### src/rtl/g07_rr_bus_scheduler.sv
// g07_rr_bus_scheduler
// Round-robin owner selection for the g07 shared bus. A master keeps the bus
// until the addressed slave signals done, the decoder misses, or the
// watchdog expires. Abort causes are latched in err_code and counted in
// err_cnt.
//
// Every state update happens on the falling edge of sysClk. Breset is an
// active-low asynchronous reset.
//
// Handshake: a master holds need[i] high until it sees ack[i]. ack is one-hot
// and is held through GRANT and WAIT. dec_hit is sampled only in GRANT, and
// tdone is sampled only in WAIT. A need change during a transaction has no
// effect until the next IDLE scan.
//
// Ports
//   sysClk     bus clock (falling-edge active)
//   Breset     asynchronous active-low reset
//   need       per-master request
//   dec_hit    decoder hit for the granted address (GRANT)
//   tdone      OR of slave Tdone (WAIT)
//   ack        one-hot grant, zero when no owner
//   owner      index of granted master, 0 when no owner
//   busy       high in GRANT and WAIT
//   xfer_done  one-cycle pulse on success
//   err        one-cycle pulse on abort
//   err_code   last abort cause: 0 none, 1 decode miss, 2 timeout
//   err_cnt    saturating abort counter
//   state_dbg  current FSM state (0 IDLE, 1 GRANT, 2 WAIT, 3 RELEASE)
module g07_rr_bus_scheduler #(
    parameter int NM      = 7,
    parameter int TIMEOUT = 64
) (
    input  logic          sysClk,
    input  logic          Breset,
    input  logic [NM-1:0] need,
    input  logic          dec_hit,
    input  logic          tdone,
    output logic [NM-1:0] ack,
    output logic [2:0]    owner,
    output logic          busy,
    output logic          xfer_done,
    output logic          err,
    output logic [1:0]    err_code,
    output logic [7:0]    err_cnt,
    output logic [1:0]    state_dbg
);

    typedef enum logic [1:0] {
        S_IDLE    = 2'd0,
        S_GRANT   = 2'd1,
        S_WAIT    = 2'd2,
        S_RELEASE = 2'd3
    } state_t;

    state_t        state, state_n;
    logic [NM-1:0] ack_n;
    logic [2:0]    owner_n;
    logic          busy_n, xfer_done_n, err_n;
    logic [1:0]    err_code_n;
    logic [7:0]    err_cnt_n;
    logic [2:0]    rr_ptr, rr_ptr_n;
    logic [7:0]    wd_cnt, wd_cnt_n;

    // Round-robin scan. The request vector is rotated so that bit 0 is
    // rr_ptr. The lowest set bit then gives the offset of the winner from
    // the pointer. The offset is added back to rr_ptr, modulo NM.
    logic [NM-1:0] need_rot;
    logic          found;
    logic [3:0]    off;
    logic [3:0]    sel_sum;
    logic [2:0]    sel;

    always_comb begin
        need_rot = NM'({need, need} >> rr_ptr);
        found    = 1'b0;
        off      = '0;
        for (int k = NM - 1; k >= 0; k--) begin
            if (need_rot[k]) begin
                found = 1'b1;
                off   = 4'(k);
            end
        end
        sel_sum = {1'b0, rr_ptr} + off;
        if (sel_sum >= 4'(NM)) begin
            sel_sum = sel_sum - 4'(NM);
        end
        sel = sel_sum[2:0];
    end

    // The next transaction starts its scan just past the current owner.
    logic [2:0] rr_after_owner;
    assign rr_after_owner = (owner == 3'(NM - 1)) ? 3'd0 : owner + 3'd1;

    logic do_release;
    logic do_abort;
    logic [1:0] abort_code;

    always_comb begin
        state_n     = state;
        ack_n       = ack;
        owner_n     = owner;
        busy_n      = busy;
        xfer_done_n = 1'b0;
        err_n       = 1'b0;
        err_code_n  = err_code;
        err_cnt_n   = err_cnt;
        rr_ptr_n    = rr_ptr;
        wd_cnt_n    = wd_cnt;
        do_release  = 1'b0;
        do_abort    = 1'b0;
        abort_code  = 2'd0;

        case (state)
            S_IDLE: begin
                if (found) begin
                    state_n = S_GRANT;
                    ack_n   = {{(NM-1){1'b0}}, 1'b1} << sel;
                    owner_n = sel;
                    busy_n  = 1'b1;
                end
            end
            S_GRANT: begin
                if (dec_hit) begin
                    state_n  = S_WAIT;
                    wd_cnt_n = '0;
                end else begin
                    do_release = 1'b1;
                    do_abort   = 1'b1;
                    abort_code = 2'd1;
                end
            end
            S_WAIT: begin
                // tdone is tested first, so it wins when it arrives on the
                // last watchdog cycle.
                if (tdone) begin
                    do_release  = 1'b1;
                    xfer_done_n = 1'b1;
                end else if (wd_cnt == 8'(TIMEOUT - 1)) begin
                    do_release = 1'b1;
                    do_abort   = 1'b1;
                    abort_code = 2'd2;
                end else begin
                    wd_cnt_n = wd_cnt + 8'd1;
                end
            end
            S_RELEASE: begin
                state_n = S_IDLE;
            end
            default: begin
                state_n = S_IDLE;
                ack_n   = '0;
                owner_n = '0;
                busy_n  = 1'b0;
            end
        endcase

        if (do_release) begin
            state_n  = S_RELEASE;
            ack_n    = '0;
            owner_n  = '0;
            busy_n   = 1'b0;
            rr_ptr_n = rr_after_owner;
        end
        if (do_abort) begin
            err_n      = 1'b1;
            err_code_n = abort_code;
            err_cnt_n  = (err_cnt != 8'hFF) ? err_cnt + 8'd1 : err_cnt;
        end
    end

    always_ff @(negedge sysClk or negedge Breset) begin
        if (!Breset) begin
            state     <= S_IDLE;
            ack       <= '0;
            owner     <= '0;
            busy      <= 1'b0;
            xfer_done <= 1'b0;
            err       <= 1'b0;
            err_code  <= 2'd0;
            err_cnt   <= 8'd0;
            rr_ptr    <= 3'd0;
            wd_cnt    <= 8'd0;
        end else begin
            state     <= state_n;
            ack       <= ack_n;
            owner     <= owner_n;
            busy      <= busy_n;
            xfer_done <= xfer_done_n;
            err       <= err_n;
            err_code  <= err_code_n;
            err_cnt   <= err_cnt_n;
            rr_ptr    <= rr_ptr_n;
            wd_cnt    <= wd_cnt_n;
        end
    end

    assign state_dbg = state;

endmodule

### config.mk
export PLATFORM = sky130hd
export DESIGN_NAME = g07_rr_bus_scheduler
export DESIGN_NICKNAME = d
export VERILOG_FILES = /design/src/rtl/g07_rr_bus_scheduler.sv
export SDC_FILE = /design/constraint.sdc
export NUM_CORES = 1
export LEC_CHECK = 0
export CAP_MARGIN = 20
export CORE_ASPECT_RATIO = 0.5
export CORE_UTILIZATION = 58
export CTS_BUF_LIST = sky130_fd_sc_hd__clkbuf_16
export DETAILED_ROUTE_END_ITERATION = 8
export GPL_TIMING_DRIVEN = 1
export PLACE_DENSITY = 0.94
export SYNTH_ARGS = -nofsm -noshare
export SYNTH_HDL_FRONTEND = slang
export SYNTH_SLANG_ARGS = --single-unit
export TNS_END_PERCENT = 30
### constraint.sdc
create_clock -name sysClk -period 6.4 [get_ports sysClk]
set_input_delay 1.28 -clock sysClk [delete_from_list [all_inputs] [get_ports sysClk]]
set_output_delay 1.28 -clock sysClk [all_outputs]
set_load 0.1 [all_outputs]
==> results of run 1 <==
-- cell usage in the layout (no fill, tap or decap), types with 5 or more instances in the layout --
| cell type | Yosys | routed |
|---|---|---|
| a21o_1 | 6 | 6 |
| a22o_1 | 12 | 12 |
| mux2i_4 | 0 | 7 |
| ha_1 | 10 | 7 |
| mux2i_1 | 15 | 6 |
| o21ai_0 | 11 | 7 |
| xnor2_1 | 7 | 6 |
| dfrtn_1 | 36 | 36 |
| clkbuf_16 | 0 | 5 |
| buf_6 | 1 | 6 |
| a21oi_1 | 10 | 5 |
| and3_1 | 5 | 5 |
| buf_4 | 2 | 62 |
| nor2_1 | 12 | 10 |
| nand3_1 | 6 | 6 |
| inv_1 | 14 | 10 |
| a32o_1 | 5 | 5 |
| nand2_1 | 21 | 18 |
-- sequential cells by signal (all words and copies together) (netlist names) --
register and cells:
state_dbg 2, wd_cnt 8, owner 3, ack 7, err_cnt 8, err_code 2, err 1, xfer_done 1
rr_ptr 3, busy 1
-- timing repair --
action                                  4_1_cts  5_1_grt
gates resized for setup                      74       17
endpoints found under the setup margin       13       12
pin swaps                                    18       14
buffers inserted                              5        7
-- layer usage --
layer	GRT usage, %	vias to the layer above	share of wire [%]
met2	73.48	372	42
met1	45.74	1199	32
met5	0	-	0.12
li1	-	998	-
met4	36.77	2	11
met3	12.21	152	15
-- worst max-delay path: cells and delay by family --
family	cells	cell delay (ns)
fa+ha+maj	3	0.82
mux	2	0.82
xor+xnor	1	0.20
simple gates	2	0.19
buf+inv	3	0.34
compound gates	4	0.78
-- per-stage QoR --
stage                     setup TNS [ns]  util [%]  cell area (sq um)  hold WS (ns)  std cells
after global placement            -15.11     81.22               2912        0.4308        339
after detailed placement          -16.98     81.22               2912        0.4377        339
after global routing              -10.35     94.35               3382        0.4704        359
final                             -10.52     94.35               3382        0.4738        359
after CTS                         -7.021     90.12               3231        0.4380        351
after floorplan                   -7.310         -               2341        0.4189        228
-- logic make-up after synthesis --
logic type | synth area share (%)
flip-flops | 39.54
XOR/XNOR | 3.844
AO/OA/AOI/OAI | 18.29
buffers and inverters | 4.228
multiplexers | 11.20
adder cells (fa/ha/maj) | 6.370
AND/OR/NAND/NOR | 16.53
-- cell type report --
cell class	instances	area [sq um]
tap	51	63.81
clock inverter	2	7.507
fill	96	202.7
inverter	15	57.56
timing repair buffer	79	663.1
sequential	36	900.9
clock buffer	5	125.1
multi-input combinational	171	1564
-- worst min-delay path by stage --
| stage | end | slack (ns) | start | depth (start not counted) |
|---|---|---|---|---|
| 6_report | ack[5] | 0.47 | ack[5] | 1 |
| 5_1_grt | ack[5] | 0.47 | ack[5] | 1 |
| 4_1_cts | err_cnt[5] | 0.44 | err_cnt[5] | 1 |
| 3_5_place_dp | err_cnt[5] | 0.44 | err_cnt[5] | 1 |
| 3_3_place_gp | err_cnt[5] | 0.43 | err_cnt[5] | 1 |
| 2_1_floorplan | wd_cnt[0] | 0.42 | wd_cnt[0] | 1 |
==> impl_metrics.py, run 1 <==
metrics = {
    "run_status": {
        "status": "finished, violations left",
        "violations": "setup timing",
    },
    "worst_setup_path": {
        "path_max_fanout": 4,
        "cp.arrival_ns": 4.44,
        "crit_path_start_kind": "primary input",
        "r2r_slack_ns": 1.98,
        "r2r_start": "rr_ptr[1]",
        "max_stage_delay_ns": 0.52,
        "end_kind": "flip-flop",
        "crit_type": "in2reg",
        "crit_start": "need[6]",
        "reg2regPathDepth": 15,
        "required_ns": 3.32,
        "crit_end": "ack[6]",
        "cpMaxStageDelayCell": "mux4_2",
        "worstPathCellList": "buf_2 -> mux2i_2 -> o21ai_1 -> a21oi_1 -> nor2_1 -> mux4_2 -> ha_4 -> inv_2 -> fa_2 -> inv_2 -> ha_4 -> a21oi_4 -> xnor2_2 -> nor3_2 -> a32o_1",
        "reg2reg_to": "ack[6]",
    },
    "yosys": {
        "synth_edf_count": 0,
        "yosys.area.top_type": "dfrtn_1",
        "synth.distinct_cells": 47,
        "syn_area_sq_mm": 0.002278,
        "ys.flop_type": "dfrtn_1",
        "async_flop_share_pct": 100.0,
        "synth_fp_nets": 250,
        "synth_top_area_share_pct": 39.54,
        "yosys_warnings": 0,
        "synth_top_cells_by_area": "dfrtn_1, mux2i_1, ha_1, a22o_1, nand2_1",
        "synth_common_cells": "dfrtn_1, nand2_1, mux2i_1",
        "yosysMostFrequentCell": "dfrtn_1",
        "ys_ff_latch": 36,
        "synth-seq-area-share_pct": 39.54,
        "syn_inst": 228,
        "avgSynthCellArea_sq_um": 9.993,
    },
    "grt": {
        "grt_max_degree": 26,
        "overflow": 0,
        "grt_use_total_pct": 42.45,
        "grt_pass1_wl_um": 13080,
        "antenna_found_initial": 1,
        "grt_pass1_vias": 2441,
    },
    "detailed_routing": {
        "routedWlPerCell_um": 29.80,
        "vias_per_cell": 7.585,
        "dr.pass1.iters": 6,
        "drc_errors": 0,
        "wl_um": 10700,
        "vias": 2723,
        "drtAntennaViolNets": 0,
        "drt_iter0_drc": 439,
    },
    "sta": {
        "drv_slew": 0,
        "worst_pin_slew_ns": 0.8144,
        "rsz0062_at_grt": "true",
        "setup_viol": 11,
        "hold_viol": 0,
        "setup_ws_ns": -1.126,
        "skew_ns": 0.006844,
        "relSlewSlack_pct": 45.71,
    },
    "cts": {
        "clk_path_buf_depth": 2,
        "cts_tree": "built",
        "clk_latency_ns": 0.31,
        "clockRootBuffer": "clkbuf_16",
        "clk_pin_slew_worst_paths_ns": 0.05,
        "ctsHoldBuffers": 0,
        "cts-buffers-inserted": 5,
        "cts_max_level": 2,
        "cts.sinks": 36,
    },
    "floorplanning": {
        "die_h_um": 46.32,
        "die-area_sq_mm": 0.004198,
        "initial_core_util_pct": 63.56,
        "rows": 15,
        "die_w_um": 90.64,
        "coreArea_sq_mm": 0.003585,
        "ioPinCount": 36,
    },
    "placement": {
        "routabilityCongestion": 0.8728,
        "io_buffers": 35,
        "post-place-ws_ns": -1.621,
        "dp_hpwl_um": 4369,
    },
    "final_layout": {
        "insertedDiodeCount": 0,
        "syn2layout_area_growth_pct": 48.43,
        "drive_gt1_share_pct": 44.48,
        "layout.nets": 330,
    },
    "hold_path": {
        "hold_path.class": "reg2reg",
    },
    "flow_run": {
        "cap_viol_max_count": 0,
    },
}
Power of run 1 is left out: the tool's default activity adds up to more than one toggle a clock period on the data nets, which glitch-free logic cannot reach.
==> inputs of run 2 (changes only) <==
- CORE_UTILIZATION: 58 -> 65
- DONT_BUFFER_PORTS: unset -> 1
- PLACE_DENSITY: 0.94 -> 0.9
==> run 2 against run 1 <==
Net effect: the flow still finishes with violations (setup timing); sequential share of layout area rose by 4.1 points; global-route usage decreased by 6.6 points; clock-buffer cell count stayed put; final area down 13%; clock skew is 0.0032 ns lower; worst hold slack got worse by 0.025 ns; die area is 10% lower; critical path depth shrank 3; non-clock buffer count fell by 36; worst setup slack improved by 0.34 ns; register-to-register slack better by 0.09 ns; wire length down 38%.
==> impl_metrics.py, run 2 (synthesis results as in run 1) <==
metrics = {
    "cts": {
        "cts_tree": "built",
        "cts.sinks": 36,
        "clk_path_buf_depth": 2,
        "cts_max_level": 2,
        "clk_latency_ns": 0.30,
        "ctsHoldBuffers": 0,
        "cts-buffers-inserted": 5,
        "clockRootBuffer": "clkbuf_16",
        "clk_pin_slew_worst_paths_ns": 0.04,
    },
    "final_layout": {
        "stdcell_count": 321,
        "multi_input_area_sq_mm": 0.001449,
        "insertedDiodeCount": 0,
        "design_area_sq_mm": 0.002930,
        "top_regs": "err_cnt: 8 flops, wd_cnt: 8 flops, ack: 7 flops",
        "nFillCells": 104,
        "layout.nets": 294,
        "final_cell_mix": "buf_4, dfrtn_1, nand2_1, inv_1, a22o_1",
        "syn2layout_area_growth_pct": 28.61,
        "final_common_cell": "buf_4",
        "regArea_sq_um": 900.9,
        "drive_gt1_share_pct": 30.77,
        "final_core_util_pct": 92.42,
    },
    "run_status": {
        "violations": "setup timing",
        "status": "finished, violations left",
    },
    "sta": {
        "hold_viol": 0,
        "setup_viol": 10,
        "hold_ws_ns": 0.4490,
        "skew_ns": 0.003668,
        "worst_pin_slew_ns": 1.120,
        "setup_ws_ns": -0.7882,
        "rsz0062_at_grt": "true",
        "relSlewSlack_pct": 25.35,
        "drv_slew": 0,
    },
    "placement": {
        "routabilityCongestion": 0.8783,
        "placed_cells": 306,
        "dp_hpwl_um": 3848,
        "placed_cell_area_sq_mm": 0.002633,
        "io_buffers": 0,
    },
    "floorplanning": {
        "initial_core_util_pct": 71.86,
        "die-area_sq_mm": 0.003761,
        "ioPinCount": 36,
        "coreArea_sq_mm": 0.003171,
        "die_h_um": 43.87,
        "rows": 14,
        "die_w_um": 85.73,
    },
    "detailed_routing": {
        "wl_um": 6671,
        "drt_iter0_drc": 137,
        "vias": 2153,
        "routedWlPerCell_um": 20.78,
        "vias_per_cell": 6.707,
        "drtAntennaViolNets": 0,
        "dr.pass1.iters": 7,
        "drc_errors": 0,
    },
    "grt": {
        "antenna_found_initial": 0,
        "grt_pass1_vias": 1945,
        "overflow": 0,
        "grt_max_degree": 37,
        "grt_use_total_pct": 35.85,
        "grt_pass1_wl_um": 9791,
    },
    "worst_setup_path": {
        "end_kind": "flip-flop",
        "crit_type": "in2reg",
        "crit_path_start_kind": "primary input",
        "path_max_fanout": 7,
        "required_ns": 3.34,
        "cp.arrival_ns": 4.13,
    },
    "flow_run": {
        "cap_viol_max_count": 0,
    },
    "hold_path": {
        "hold_path.class": "reg2reg",
    },
}
## run 2: changes by cell type in the layout (fill, tap and decap cells not counted), sizes merged
cell	before	now
buf	76	43
clkdlybuf4s50	3	0
clkinv	3	2
inv	14	16
## run 2: final cells by class
cell class / instances / area share [%]
repair buffers: 43 / 11.14
well taps: 48 / 2.050
multi-input cells: 171 / 49.44
flip-flops and latches: 36 / 30.74
inverters: 15 / 1.964
clock buffers: 5 / 4.270
clock inverters: 3 / 0.3843
## run 2: metal layers
layer  share of wire [%]  up-vias  global-route usage (%)
met1                  38     1023                   40.52
met5                   0        -                       0
met2                  48      150                   63.20
met4                 5.7        0                   18.00
li1                    -      938                       -
met3                 8.8       42                   11.62
## run 2: final timing paths
| path | slack (ns) | cells past startpoint | from | endpoint |
|---|---|---|---|---|
| setup / recovery | -0.79 | 12 | need[3] | ack[3] |
| hold / removal | 0.45 | 1 | wd_cnt[0] | wd_cnt[0] |
| setup reg to reg | 2.07 | 15 | rr_ptr[1] | ack[3] |
| hold reg to reg | 0.45 | 1 | wd_cnt[0] | wd_cnt[0] |
| max in group asynchronous | 2.53 | 0 | Breset | err |
| min in group asynchronous | 3.76 | 0 | Breset | wd_cnt[6] |
## run 2: what timing repair did
action                     CTS  global route
setup endpoints to repair   10            10
gates resized for setup     13            12
setup buffers                3             4
pin swaps                    3             4
## run 2: stage by stage
step	setup slack, ns	TNS [ns]
2_1_floorplan	-0.8732	-7.310
3_3_place_gp	-0.9449	-8.385
3_5_place_dp	-1.180	-10.74
4_1_cts	-0.7075	-5.932
5_1_grt	-1.008	-8.832
6_report	-0.7882	-6.755
## run 2: worst max-delay path, stage by stage
cell     delay, ns
mux2i_2       0.27
a32oi_1       0.16
a21oi_1       0.30
a21oi_1       0.09
or2_2         0.33
fa_1          0.57
inv_2         0.07
ha_4          0.17
a21oi_4       0.18
mux2_4        0.34
nor2b_4       0.13
a32o_1        0.23
Power of run 2 is left out for the same reason.
==> inputs of run 3 (changes only) <==
- CORE_MARGIN: unset -> 3
- REMOVE_ABC_BUFFERS: unset -> 1
==> run 3 against run 2 <==
Net effect: the flow still finishes with violations (setup timing); worst hold slack improved by 0.010 ns; die area rose by 14%; worst setup slack worse by 0.065 ns; global-route usage down 0.64 points; sequential cell count stayed put; final area increased by 0.68%; final cell count decreased by 1.2%; non-clock buffer count is 4 lower; utilization up 0.63 points; highest routed layer unchanged.
==> impl_metrics.py, run 3 (synthesis results as in run 1) <==
metrics = {
    "sta": {
        "hold_viol": 0,
        "skew_ns": 0.007687,
        "setup_viol": 10,
        "setup_ws_ns": -0.8530,
        "rsz0062_at_grt": "true",
        "worst_pin_slew_ns": 1.151,
        "hold_ws_ns": 0.4592,
        "relSlewSlack_pct": 23.25,
        "drv_slew": 0,
    },
    "detailed_routing": {
        "drtAntennaViolNets": 0,
        "routedWlPerCell_um": 25.75,
        "vias": 2358,
        "drt_iter0_drc": 363,
        "drc_errors": 0,
        "wl_um": 8163,
        "vias_per_cell": 7.438,
        "dr.pass1.iters": 5,
    },
    "final_layout": {
        "nFillCells": 86,
        "layout.nets": 290,
        "top_regs": "err_cnt: 8 flops, wd_cnt: 8 flops, ack: 7 flops",
        "drive_gt1_share_pct": 33.09,
        "final_cell_mix": "buf_4, dfrtn_1, nand2_1, inv_1, a22o_1",
        "final_common_cell": "buf_4",
        "stdcell_count": 317,
        "syn2layout_area_growth_pct": 29.49,
        "insertedDiodeCount": 0,
    },
    "worst_setup_path": {
        "crit_path_start_kind": "primary input",
        "worstPathCellList": "nand2_1 -> o21ai_2 -> buf_6 -> o21ai_2 -> a21oi_2 -> nor2b_1 -> mux4_2 -> ha_4 -> inv_2 -> fa_1 -> xor2_2 -> inv_1 -> a21oi_4 -> mux2_4 -> nor2b_4 -> a32o_2",
        "path_delay_family": "compound AO/OA/AOI/OAI gates",
        "worst-path-buf-inv": 3,
        "max_stage_delay_ns": 0.40,
        "r2r_slack_ns": 2.01,
        "path_max_fanout": 7,
        "crit_end": "ack[3]",
        "r2r_start": "rr_ptr[1]",
        "cp.arrival_ns": 4.20,
        "crit_cells": 16,
        "reg2reg_to": "ack[3]",
        "end_kind": "flip-flop",
        "worst_path_most_repeated_cell": "o21ai_2",
        "crit_type": "in2reg",
        "crit_start": "need[3]",
        "required_ns": 3.35,
        "cpMaxStageDelayCell": "fa_1",
        "reg2regPathDepth": 16,
    },
    "floorplanning": {
        "coreArea_sq_mm": 0.003171,
        "die-area_sq_mm": 0.004295,
        "rows": 14,
        "die_h_um": 47.87,
        "initial_core_util_pct": 71.86,
        "die_w_um": 89.73,
        "ioPinCount": 36,
    },
    "run_status": {
        "status": "finished, violations left",
        "violations": "setup timing",
    },
    "cts": {
        "clk_pin_slew_worst_paths_ns": 0.05,
        "clk_latency_ns": 0.31,
        "cts_tree": "built",
        "cts_max_level": 2,
        "clk_path_buf_depth": 2,
        "cts.sinks": 36,
        "clockRootBuffer": "clkbuf_16",
        "cts-buffers-inserted": 5,
    },
    "grt": {
        "overflow": 0,
        "grt_max_degree": 37,
        "grt_pass1_wl_um": 11310,
        "grt_pass1_vias": 2227,
        "grt_use_total_pct": 35.21,
        "antenna_found_initial": 0,
    },
    "hold_path": {
        "holdPathStages": 1,
        "hold_path.class": "reg2reg",
        "hold_path.startpoint": "wd_cnt[0]",
    },
    "placement": {
        "dp_hpwl_um": 3877,
        "placed_cells": 306,
        "routabilityCongestion": 0.8469,
        "io_buffers": 0,
    },
    "flow_run": {
        "cap_viol_max_count": 0,
    },
}
run 3: worst min path at each step:
stage / to / slack [ns]
after floorplan: wd_cnt[0] / 0.42
after global placement: busy / 0.43
after detailed placement: busy / 0.43
after CTS: busy / 0.43
after global routing: busy / 0.49
final: wd_cnt[0] / 0.46
run 3: per-stage QoR:
step	cell area, sq um	utilization, %	setup TNS [ns]	setup slack [ns]
6_report	2950	93.05	-7.589	-0.8530
2_1_floorplan	2240	-	-8.058	-0.9928
3_3_place_gp	2570	81.06	-9.531	-1.017
4_1_cts	2868	90.45	-6.189	-0.7156
5_1_grt	2950	93.05	-7.914	-0.8858
3_5_place_dp	2570	81.06	-11.50	-1.193
run 3: timing repair:
| action | in CTS | in global routing |
|---|---|---|
| setup endpoints to repair | 10 | 10 |
| hold buffers | 0 | 0 |
| hold endpoints to repair | 0 | 0 |
| pin swaps | 8 | 12 |
| resized for setup | 31 | 16 |
| cloned | 0 | 0 |
| setup buffers | 1 | 2 |
run 3: per-layer routing:
layer / vias to the layer above / part of all wire (%) / global-route usage (%)
met4: 0 / 8.9 / 23.48
met5: - / 0 / 0
met3: 104 / 14 / 12.24
met2: 254 / 43 / 61.76
li1: 918 / - / -
met1: 1082 / 34 / 39.17
run 3: area by class of cell:
class	count	area (sq um)	area share, %
clock inverter	3	38.79	1.315
sequential	36	900.9	30.53
inverter	15	57.56	1.951
tap	48	60.06	2.036
clock buffer	5	125.1	4.241
multi-input combinational	171	1471	49.87
timing repair buffer	39	296.5	10.05
Power of run 3 is left out for the same reason.
==> RTL change (flow settings as in run 1) <==
Remove the register `err`: a continuous assignment takes its place, so the output `err` follows one clock earlier. Comments in the files are not updated.
--- a/src/rtl/g07_rr_bus_scheduler.sv
+++ b/src/rtl/g07_rr_bus_scheduler.sv
@@ -175,7 +175,6 @@
             owner     <= '0;
             busy      <= 1'b0;
             xfer_done <= 1'b0;
-            err       <= 1'b0;
             err_code  <= 2'd0;
             err_cnt   <= 8'd0;
             rr_ptr    <= 3'd0;
@@ -186,7 +185,6 @@
             owner     <= owner_n;
             busy      <= busy_n;
             xfer_done <= xfer_done_n;
-            err       <= err_n;
             err_code  <= err_code_n;
             err_cnt   <= err_cnt_n;
             rr_ptr    <= rr_ptr_n;
@@ -194,6 +192,8 @@
         end
     end
 
+    assign err = err_n;
+
     assign state_dbg = state;
 
 endmodule
Formal check against the unedited RTL: not equivalent (Yosys sat finds a counterexample within 4 cycles, from zero or initial values and one cycle with Breset low).
==> RTL change against run 1 <==
  * The run still ends with negative setup slack left
  * Design area fell by 4.6%
  * Routed wire length fell by 31%
  * Area after synthesis rose by 1.5%
  * Utilization fell by 5.3 points
  * Count of clock-buffer cells in the layout did not move
  * Register-to-register slack got worse by 50 ps
  * Worst setup slack improved by 230 ps
  * Sequential cell count fell by 1
  * Via count fell by 18%
  * Critical path type unchanged
  * Critical endpoint is now ack[3]
Power is not shown: default switching activity piles up to over one toggle a cycle in this logic, so the estimate is an artifact.
==> RTL change: results <==
group,metric,value,unit
global_route,grt_pass1_vias,2125,
worst_setup_path,reg2reg_depth,16,
global_route,grt_max_degree,36,
synthesis,synth_cell_types,49,
worst_setup_path,cp_max_fo,6,
layout,fillers,159,
route,drt_iter0_drc,135,
worst_hold_path,whs_path_depth,2,
layout,layout.nets,319,
synthesis,synth_area_leaders,"dfrtn_1, mux2i_1, ha_1, nor2_1, xor2_1",
status,run_status,"finished with violations",
placement,place_congestion,0.886,
global_route,grt_pass1_wl,9.96,mm
synthesis,yosysSeqAreaShare,0.379,
status,violations,"negative setup slack",
layout,drive_gt1_frac,0.383,
route,drt-pass1-iter-count,5,
route,drt_wl_total,7.43,mm
timing,worstMarginPinSlew,1350,ps
global_route,grt_antenna_before_repair,0,
timing,skew,6.94,ps
timing,setup-violations-final,12,
global_route,grt_usage,0.318,
worst_setup_path,max_stage_delay,490,ps
timing,layout_setup_ws,-898,ps
[RTL change: cell count changes after synthesis, sizes merged, moves of 3 or more]
| cell | before | now |
|---|---|---|
| a21oi | 11 | 7 |
| a22o | 12 | 6 |
| xor2 | 3 | 9 |
| and3 | 5 | 2 |
| nor2 | 12 | 26 |
| nand2 | 21 | 17 |
| nand4 | 2 | 7 |
[RTL change: path summary, 6_finish.rpt]
check / slack (ps) / from / end
min in group asynchronous: 4470 / Breset / wd_cnt[1]
worst min register to register: 440 / err_code[1] / err_code[1]
max in group asynchronous: 1580 / Breset / ack[3]
worst max register to register: 1930 / rr_ptr[1] / ack[5]
worst max-delay path: -900 / need[6] / ack[3]
worst min-delay path: 440 / err_code[1] / err_code[1]
[RTL change: cell families after synthesis]
family / count (synthesis) / share of synthesized area
muxes: 24 / 0.129
and+or+nand+nor: 77 / 0.168
AOI/OAI and AO/OA: 46 / 0.158
DFF: 35 / 0.379
adders and majority gates: 11 / 0.0627
buffers and inverters: 21 / 0.0438
xor gates and xnor gates: 16 / 0.0606
[RTL change: stage by stage]
step	setup slack, ps	instances	area [sq um]	hold WS, ps
final	-898	349	3230	437
after global routing	-991	349	3230	468
after CTS	-778	348	3090	435
after detailed placement	-1630	334	2870	434
after global placement	-1510	334	2870	426
after floorplan	-882	230	2370	424
[RTL change: cell type report]
class,instances,area (sq um),share of cell area
clock buffers,5,125,0.0388
clock inverters,3,12.5,0.00388
inverters,16,62.6,0.0194
multi-input cells,174,1540,0.477
flip-flops and latches,35,876,0.271
well taps,51,63.8,0.0198
repair buffers,65,547,0.169
[RTL change: routing by layer]
layer / up-vias / GRT usage / wire length [um]
li1: 967 / - / -
met1: 1105 / 0.342 / 2940
met2: 130 / 0.612 / 3760
met3: 33 / 0.0644 / 424
met4: 0 / 0.200 / 302
met5: - / 0 / 0
[RTL change: timing repair]
action	CTS	global route
endpoints found under the hold margin	0	0
pin swaps	16	19
buffers inserted	6	1
resized for setup	54	31
setup endpoints to repair	14	12
[RTL change: critical path, delay by kind of cell]
family	cells	cell delay (ps)
AO/OA/AOI/OAI	4	690
adder cells (fa/ha/maj)	2	660
buffers and inverters	3	300
multiplexers	1	260
AND/OR/NAND/NOR	5	1050
